===== config.mk =====
export PLATFORM = sky130hd
export DESIGN_NAME = pe_operand_stage
export DESIGN_NICKNAME = d
export VERILOG_FILES = /design/src/rtl/pe_cfg_pkg.sv /design/src/rtl/pe_context_mem.sv /design/src/rtl/pe_operand_stage.sv
export SDC_FILE = /design/constraint.sdc
export NUM_CORES = 2
export LEC_CHECK = 0
export CORE_UTILIZATION = 43
export CTS_CLUSTER_SIZE = 10
export DETAILED_ROUTE_END_ITERATION = 6
export SLEW_MARGIN = 40
export SYNTH_ARGS = -nofsm -noshare
export SYNTH_HDL_FRONTEND = slang
export SYNTH_SLANG_ARGS = --single-unit

===== constraint.sdc =====
create_clock -name clk -period 37.6 [get_ports clk]
set_clock_uncertainty 0.15 [all_clocks]
set_input_delay 7.52 -clock clk [delete_from_list [all_inputs] [get_ports clk]]
set_output_delay 7.52 -clock clk [all_outputs]
set_load 0.01 [all_outputs]

===== src/rtl/pe_cfg_pkg.sv =====
// Shared context-word layout, operand select encodings and opcode constants
// for the CGRA PE operand stage.
package pe_cfg_pkg;

    localparam int unsigned PE_DATA_WIDTH = 32;

    // Selects 0..N_IN-1 pick network inputs; the entries below follow N_IN=4.
    localparam logic [2:0] SEL_FB   = 3'd4;
    localparam logic [2:0] SEL_IMM  = 3'd5;
    localparam logic [2:0] SEL_ZERO = 3'd7;

    localparam logic [5:0] OP_NOP  = 6'h00;
    localparam logic [5:0] OP_ADD  = 6'h01;
    localparam logic [5:0] OP_SUB  = 6'h02;
    localparam logic [5:0] OP_AND  = 6'h03;
    localparam logic [5:0] OP_OR   = 6'h04;
    localparam logic [5:0] OP_XOR  = 6'h05;
    localparam logic [5:0] OP_MOVC = 6'h20;

    typedef struct packed {
        logic [5:0]               opcode;
        logic [2:0]               lhs_sel;
        logic [2:0]               rhs_sel;
        logic [2:0]               pred_sel;
        logic                     pred_en;
        logic [PE_DATA_WIDTH-1:0] imm;
    } pe_cfg_t;

    localparam int unsigned CFG_W = $bits(pe_cfg_t);

endpackage


===== src/rtl/pe_context_mem.sv =====
// Per-PE context memory: register file with synchronous write, asynchronous
// read and asynchronous clear to all-nop words.
module pe_context_mem
    import pe_cfg_pkg::*;
#(
    parameter  int unsigned CONTEXT_DEPTH = 16,
    localparam int unsigned AW            = $clog2(CONTEXT_DEPTH)
) (
    input  logic          clk,
    input  logic          reset,
    input  logic          we,
    input  logic [AW-1:0] waddr,
    input  pe_cfg_t       wdata,
    input  logic [AW-1:0] raddr,
    output pe_cfg_t       rdata
);

    pe_cfg_t mem [CONTEXT_DEPTH];

    always_ff @(posedge clk or posedge reset) begin
        if (reset) begin
            for (int unsigned i = 0; i < CONTEXT_DEPTH; i++) begin
                mem[i] <= '0;
            end
        end else if (we) begin
            mem[waddr] <= wdata;
        end
    end

    assign rdata = mem[raddr];

endmodule


===== src/rtl/pe_operand_stage.sv =====
// Operand-fetch / context-sequencing stage ahead of the PE ALU.
// Optional build macro PRED_GATE_EN: false predicate on a pred_en context issues a nop.
module pe_operand_stage
    import pe_cfg_pkg::*;
#(
    parameter  int unsigned DATA_WIDTH    = 32,
    parameter  int unsigned N_IN          = 4,
    parameter  int unsigned CONTEXT_DEPTH = 16,
    localparam int unsigned AW            = $clog2(CONTEXT_DEPTH),
    localparam int unsigned IIW           = AW + 1,
    localparam int unsigned OW            = DATA_WIDTH + 1
) (
    input  logic                    clk,
    input  logic                    reset,
    input  logic                    run,
    input  logic                    stall,
    input  logic [IIW-1:0]          ii,
    input  logic                    cfg_we,
    input  logic [AW-1:0]           cfg_addr,
    input  logic [CFG_W-1:0]        cfg_data,
    input  logic [N_IN-1:0][OW-1:0] net_in,
    input  logic [DATA_WIDTH-1:0]   alu_fb,
    output logic [5:0]              alu_operation,
    output logic [OW-1:0]           alu_lhs,
    output logic [OW-1:0]           alu_rhs,
    output logic [OW-1:0]           alu_shift,
    output logic [DATA_WIDTH-1:0]   alu_predicate,
    output logic [AW-1:0]           ctx_ptr,
    output logic                    ctx_wrap
);

    // issue_ptr addresses the context read this cycle; ctx_ptr reports the
    // context behind the registered outputs, so it lags issue_ptr by one edge.
    logic [AW-1:0]  issue_ptr;
    logic           issue_wrap;
    logic [IIW-1:0] last;
    logic           at_last;
    pe_cfg_t        cur;
    logic [OW-1:0]  lhs_op, rhs_op, pred_op;
    logic           pred_true;
    logic [5:0]     op_eff;

    pe_context_mem #(.CONTEXT_DEPTH(CONTEXT_DEPTH)) u_mem (
        .clk   (clk),
        .reset (reset),
        .we    (cfg_we),
        .waddr (cfg_addr),
        .wdata (pe_cfg_t'(cfg_data)),
        .raddr (issue_ptr),
        .rdata (cur)
    );

    function automatic logic [OW-1:0] pick(input logic [2:0] sel,
                                           input logic [N_IN-1:0][OW-1:0] net,
                                           input logic [DATA_WIDTH-1:0] fb,
                                           input logic [DATA_WIDTH-1:0] imm);
        logic [OW-1:0] v;
        v = '0;
        for (int unsigned k = 0; k < N_IN; k++) begin
            if (32'(sel) == k) v = net[k];
        end
        if (32'(sel) == N_IN)     v = {1'b1, fb};
        if (32'(sel) == N_IN + 1) v = {1'b1, imm};
        return v;
    endfunction

    always_comb begin
        last = '0;
        if (ii == '0)
            last = '0;
        else if (ii > IIW'(CONTEXT_DEPTH))
            last = IIW'(CONTEXT_DEPTH - 1);
        else
            last = ii - 1'b1;
    end

    // >= rather than == so a shrinking ii pulls an out-of-range pointer back.
    assign at_last   = {1'b0, issue_ptr} >= last;
    assign lhs_op    = pick(cur.lhs_sel,  net_in, alu_fb, cur.imm);
    assign rhs_op    = pick(cur.rhs_sel,  net_in, alu_fb, cur.imm);
    assign pred_op   = pick(cur.pred_sel, net_in, alu_fb, cur.imm);
    assign pred_true = pred_op[OW-1] & pred_op[0];

`ifdef PRED_GATE_EN
    assign op_eff = (cur.pred_en && !pred_true) ? OP_NOP : cur.opcode;
`else
    logic pred_unused;
    assign pred_unused = cur.pred_en ^ pred_true;
    assign op_eff      = cur.opcode;
`endif

    always_ff @(posedge clk or posedge reset) begin
        if (reset) begin
            issue_ptr     <= '0;
            issue_wrap    <= 1'b0;
            ctx_ptr       <= '0;
            ctx_wrap      <= 1'b0;
            alu_operation <= OP_NOP;
            alu_lhs       <= '0;
            alu_rhs       <= '0;
            alu_shift     <= '0;
            alu_predicate <= '0;
        end else if (!stall) begin
            if (!run) begin
                issue_ptr     <= '0;
                issue_wrap    <= 1'b0;
                ctx_ptr       <= '0;
                ctx_wrap      <= 1'b0;
                alu_operation <= OP_NOP;
                alu_lhs       <= '0;
                alu_rhs       <= '0;
                alu_shift     <= '0;
                alu_predicate <= '0;
            end else begin
                issue_ptr     <= at_last ? '0 : issue_ptr + 1'b1;
                issue_wrap    <= at_last;
                ctx_ptr       <= issue_ptr;
                ctx_wrap      <= issue_wrap;
                alu_operation <= op_eff;
                alu_lhs       <= lhs_op;
                alu_rhs       <= rhs_op;
                alu_shift     <= {1'b1, cur.imm};
                alu_predicate <= pred_op[DATA_WIDTH-1:0];
            end
        end
    end

endmodule


Yosys cells after proc, flatten, opt, wreduce, memory -nomap -nowiden

Index checks and enable logic that the tools add are counted.

$add $sub $neg: 2
Multiply operators: 0
Divide/modulo/power cells: 0
Magnitude comparators: 5
Equality and inequality tests: 15
Shift-type cells: 0
Multiplexer cells: 36
Bitwise operators: 2
Reduce and logical (&&, ||, !) cells: 5

Operator list:

| kind                                                                         | count |
|---|---|
| 768-bit bitwise mux                                                          | 1 |
| 33-bit two-way mux                                                           | 15 |
| 32-bit two-way mux                                                           | 7 |
| 48-bit binary-select mux with 4-bit select                                   | 1 |
| 48-bit demux with 4-bit select                                               | 1 |
| 48-bit two-way mux                                                           | 3 |
| 3-bit by 2-bit == test with 1-bit output, second input constant              | 6 |
| 3-bit == test, second input constant                                         | 6 |
| 4-bit two-way mux                                                            | 3 |
| 5-bit >= comparator, second input constant                                   | 2 |
| 5-bit two-way mux                                                            | 2 |
| 4-bit inverter with 5-bit output                                             | 2 |
| 3-bit by 1-bit == test with 1-bit output, second input constant              | 3 |
| 3-bit zero test                                                              | 3 |
| 6-bit two-way mux                                                            | 1 |
| 4-bit by 5-bit >= comparator with 1-bit output                               | 1 |
| 5-bit > comparator, second input constant                                    | 1 |
| 5-bit zero test                                                              | 1 |
| 5-bit by 1-bit less-than comparator with 1-bit output, second input constant | 1 |
| 5-bit by 1-bit subtractor with 5-bit output, second input constant           | 1 |
| 4-bit by 1-bit adder with 4-bit output, second input constant                | 1 |
| 1-bit two-way mux                                                            | 2 |
| 1-bit logical AND                                                            | 1 |

Bits in registers: 915
Latch bits: 0
Bits in writable memories: 0
Bits in read-only memories: 0
Input bits: 226
Output and inout bits: 142
Word-level logic and storage cells: 170
Memories: 0

Logic depth before layout (Yosys ltp)

Word-level depth: 12
Depth in mapped cells: 14

By module

From an unflattened synthesis, not the netlist that was laid out.

Cell total of the unflattened synthesis: 3147
Area total of the unflattened synthesis: 43914.6 µm²

By module, submodules not included:

| module           | times used | cells each | area each (µm²) | seq. area each (µm²) |
|---|---|---|---|---|
| pe_context_mem   | 1          | 2095       | 34129.0         | 19218.4 |
| pe_operand_stage | 1          | 1052       | 9785.6          | 3678.5 |

Worst setup path after synthesis

OpenSTA, ideal clock, no wires.

Kind: input port to flip-flop
From: in ii[0]
To: reg issue_ptr[3]
Setup time: 0.124 ns
Arrival time: 9.544 ns
Data required time: 37.326 ns
Slack: 27.782 ns
Cell stages on the path: 11
Cell sequence: inv_1 > ha_1 > and3_1 > maj3_1 > ha_1 > a21o_1 > a21o_1 > a21oi_1 > o21ai_0 > nor3_1 > a211o_1

Cells in the longest elaborated chain, start to end: 6
Elaborated cells between the ends (all ways): 8
Those cells by class: add/sub (1); order compare (2); mux (4); reduce/logical (1)

RTL lines:

| what                                                                              | RTL line                                       | source |
|---|---|---|
| start: declaration                                                                | pe_operand_stage.sv:17                         | `input logic [IIW-1:0] ii,` |
| 5-bit by 1-bit subtractor with 5-bit output or 5-bit > comparator (tied branches) | pe_operand_stage.sv:74, pe_operand_stage.sv:71 |  |
| 5-bit two-way mux                                                                 | pe_operand_stage.sv:71                         | `else if (ii > IIW'(CONTEXT_DEPTH))` |
| 5-bit two-way mux (*)                                                             | pe_operand_stage.sv:69                         | `if (ii == '0)` |
| 4-bit by 5-bit >= comparator with 1-bit output (*)                                | pe_operand_stage.sv:78                         | `assign at_last = {1'b0, issue_ptr} >= last;` |
| 4-bit two-way mux (*)                                                             | pe_operand_stage.sv:115                        | `issue_ptr <= at_last ? '0 : issue_ptr + 1'b1;` |
| 4-bit two-way mux (*)                                                             | pe_operand_stage.sv:104                        | `if (!run) begin` |
| end signal: assignment                                                            | pe_operand_stage.sv:115                        |  |
| end: declaration                                                                  | pe_operand_stage.sv:34                         | `logic [AW-1:0] issue_ptr;` |

Mark *: on every way between the ends. The rest lies on a longest branch, timed or not.
A chain may end at the register's enable or synchronous reset.

Final worst setup path

Same ends and word-level chain as after synthesis.

==> summary.txt <==
Outcome
  • Outcome: completed

Power and ir drop
  • PnR Total Power: 3.254 mW
  • Leakage power: 21.89 nW
  • Switching Share: between 30% and 40%
  • Power density cells: ~62 nW/um^2
  • Switching power of the nets: 1.022 mW
  • Peak supply drop: 32.90 uV
  • Comb pwr share: 31.1%
  • Portion of total power attributed to the clock network: 27.8%
  • Power share of the sequential group: 41.1%
  • Design internal power: roughly 2.2 mW

Drt
  • Metal-1 WL: just under 60 mm
  • First DRT Iteration DRCs: 2468
  • DRC violations left: 0
  • Routed wire per std cell: 29.54 microns
  • Routed Antenna Nets: 0
  • Total via count in the routed design: 30620
  • First-pass iteration count of the detailed router: 6
  • Drt via density: 6.222
  • Highest routing layer actually used: met5
  • Total wirelength of the detailed-routed design: 145.4 mm
  • Metal2 WL: around 69 mm
  • Met3 Routed Length: 11.34 mm

Global route
  • Via count of the first global-routing pass: 32670
  • Global-route wire length before repair: 216.0 mm
  • GRT Overall Usage: 27.98%
  • Maximum number of pins on one net before global-route repair: around 120
  • Number of antenna violations at the first check in global routing: 19
  • Total congestion overflow after global routing: 0

Hold path
  • Hold_sp: alu_shift[30]
  • Min-Delay Path Class: reg2reg

Clock network
  • CTS root buf: sky130_fd_sc_hd__clkbuf_16
  • Maximum level of the CTS H-tree: 3
  • Number of buffers on the longest clock path: 3
  • CTS sink count: 899
  • CTS clk-pin slew, worst paths: approximately 0.060 ns
  • TritonCTS clock tree: yes
  • Hold-fix buffers at CTS: 0
  • Post-CTS Setup Bufs: 0
  • Total clock buffers created by CTS: 103
  • Number of gates resized after CTS: 0
  • Insertion delay to the later sink of the worst-skew pair: 0.67 ns

Finish
  • Layout Area Growth over Synthesis: 17.71%
  • Layout cells sized above 1: 34.70%
  • Final core utilization: 51.16%
  • Filler cell count: 8587
  • Net count, final: 3738

Synthesis
  • Most frequently used cell type in the post-synthesis netlist: sky130_fd_sc_hd__dfrtp_1
  • Largest cells by area after synthesis: sky130_fd_sc_hd__dfrtp_1 (51%), sky130_fd_sc_hd__mux2_2 (20%), sky130_fd_sc_hd__mux4_2 (10%), sky130_fd_sc_hd__mux2i_1 (3.8%), sky130_fd_sc_hd__clkbuf_1 (1.5%)
  • Most used DFF post-synth: sky130_fd_sc_hd__dfrtp_1
  • Post-Synthesis Net Count: ~3500
  • Summed instance area of the synthesized netlist: 44340 sq um
  • Gate count after technology mapping: 3253
  • Number of enable flip-flop cells after synthesis: 0
  • Mapped Avg Cell Area: 13.63 sq um
  • Yosys cell types: 70
  • Synth cell count leaders: sky130_fd_sc_hd__dfrtp_1 (899), sky130_fd_sc_hd__mux2_2 (776), sky130_fd_sc_hd__mux4_2 (198)
  • Post-synthesis cell type with the largest combined area: sky130_fd_sc_hd__dfrtp_1
  • Seq cells post-synth: 899
  • Share of synthesized registers carrying an async set or reset: 100.0%
  • Sequential share of the synthesized area: 50.73%
  • Count of warnings emitted by yosys: 0
  • Fraction of post-synthesis cell area in the top cell type by area: 50.73%

STA
  • Final worst hold slack: approximately 0.33 ns
  • Number of setup violations in the final report: 0
  • Max Clock Freq: roughly 100 MHz
  • Crit share post-route: 26.81%
  • Final Hold Viols: 0
  • Worst slew margin: 35.20%
  • Final slew viol count: 0
  • Minimum clock period: between 10 and 15 ns
  • RSZ-0062 raised after global routing: no
  • Transition time of the tightest slew-check pin: 0.9684 ns
  • Setup TNS: 0 ns

Worst setup path
  • Kind of capture point of the worst setup path: register
  • RR Startpoint: issue_ptr[2]
  • Maximum net fanout on the critical path: 6
  • Launching instance or port of the critical path: ii[0]
  • Kind of start point of the critical path: primary input
  • Data required time of the worst path: approximately 38 ns
  • Arrival time reported for the critical path endpoint: between 10 and 15 ns
  • Category of the critical setup timing path: in2reg

Die
  • Ports placed on the boundary: around 370
  • CORE AREA: 102000 sq um
  • Number of placement rows: 117
  • Die span in x: around 320 microns
  • Area of the die: about 100000 sq um
  • Initial core utilization: 43.46%
  • Die Y-Extent: 323.1 microns

Run
  • Maxcap violations: 0

Placement
  • Placed wire-length estimate after detailed placement: approximately 91 mm
  • Number of buffers inserted by port buffering: 366
  • Weighted congestion reported at the end of routability-driven placement: 0.8942
-- state kept, by name, summed over array words and instances (netlist names) --
| register | flops |
|---|---|
| alu_rhs | 33 |
| ctx_wrap | 1 |
| alu_shift | 33 |
| issue_ptr | 4 |
| alu_lhs | 33 |
| u_mem.mem | 752 |
| issue_wrap | 1 |
| ctx_ptr | 4 |
| alu_operation | 6 |
| alu_predicate | 32 |
-- placed cells by master (no fill, tap or decap), types with 46 or more instances in the layout --
| master | synthesis | routed |
|---|---|---|
| sky130_fd_sc_hd__nand2_1 | 167 | 163 |
| sky130_fd_sc_hd__clkbuf_16 | 0 | 107 |
| sky130_fd_sc_hd__dfrtp_1 | 899 | 895 |
| sky130_fd_sc_hd__mux2i_1 | 168 | 168 |
| sky130_fd_sc_hd__o22ai_1 | 57 | 57 |
| sky130_fd_sc_hd__mux2_2 | 776 | 776 |
| sky130_fd_sc_hd__nor2_1 | 125 | 115 |
| sky130_fd_sc_hd__buf_4 | 29 | 46 |
| sky130_fd_sc_hd__o21ai_0 | 93 | 86 |
| sky130_fd_sc_hd__mux4_2 | 198 | 198 |
| sky130_fd_sc_hd__clkdlybuf4s50_1 | 0 | 365 |
-- final cells by class --
type | instances | area (sq um) | share of cell area, %
Antenna cell | 14 | 35.03 | 0.06712
Clock buffer | 136 | 2877 | 5.511
Clock inverter | 3 | 37.54 | 0.07191
Inverter | 13 | 61.31 | 0.1175
Multi-Input combinational cell | 2047 | 20590 | 39.44
Sequential cell | 899 | 22510 | 43.12
Tap cell | 1368 | 1712 | 3.279
Timing Repair Buffer | 441 | 4379 | 8.390
-- cell families (layout without fill, tap and decap cells) --
| logic type | Yosys count | after routing | synth area share (%) |
|---|---|---|---|
| fa+ha+maj | 8 | 8 | 0.2201 |
| mux | 1147 | 1147 | 33.73 |
| buf+inv | 307 | 593 | 3.265 |
| simple gates | 381 | 381 | 3.736 |
| other cells | 0 | 14 | 0 |
| flops | 899 | 899 | 50.73 |
| compound gates | 511 | 511 | 8.316 |
-- worst paths after layout --
| kind | endpoint | slack, ns | depth (start not counted) |
|---|---|---|---|
| setup / recovery | issue_ptr[3] | 27.52 | 12 |
| hold / removal | alu_shift[30] | 0.33 | 2 |
| setup reg to reg | alu_rhs[7] | 32.63 | 10 |
| hold reg to reg | alu_shift[30] | 0.33 | 2 |
| max in group asynchronous | u_mem.mem[540] | 27.56 | 5 |
| min in group asynchronous | alu_lhs[11] | 7.12 | 2 |
-- layer usage --
metal | GRT usage [%] | up-vias
met1 | 34.86 | 16090
met3 | 6.593 | 439
met5 | 0 | -
met2 | 45.13 | 1351
met4 | 15.02 | 12
li1 | - | 12730
-- power by group through the flow --
stage,Clock [mW],Sequential [mW],Combinational [mW]
floorplan,0,1.32,0.659
global placement,0,1.32,0.971
detailed placement,0,1.35,1.00
CTS,0.923,1.33,1.00
global route,0.960,1.36,1.07
finish,0.904,1.34,1.01
-- metrics by stage --
stage | worst slack (ns) | instances | instance area, sq um
after floorplan | 4.658 | 3253 | 44340
after CTS | 27.14 | 4906 | 52120
after global routing | 27.13 | 4917 | 52190
final | 27.52 | 4921 | 52200
after detailed placement | 26.39 | 4767 | 49200
after global placement | 26.07 | 4764 | 49000
-- worst max-delay path, stage by stage --
cell and delay [ns]:
sky130_fd_sc_hd__clkdlybuf4s50_1 0.50, sky130_fd_sc_hd__inv_1 0.08, sky130_fd_sc_hd__ha_1 0.27, sky130_fd_sc_hd__and3_1 0.20
sky130_fd_sc_hd__maj3_1 0.36, sky130_fd_sc_hd__ha_1 0.29, sky130_fd_sc_hd__a21o_1 0.12, sky130_fd_sc_hd__a21o_1 0.11
sky130_fd_sc_hd__a21oi_1 0.09, sky130_fd_sc_hd__o21ai_1 0.53, sky130_fd_sc_hd__nor3_1 0.11, sky130_fd_sc_hd__a211o_1 0.30
Power figures use the tool's default switching activity.
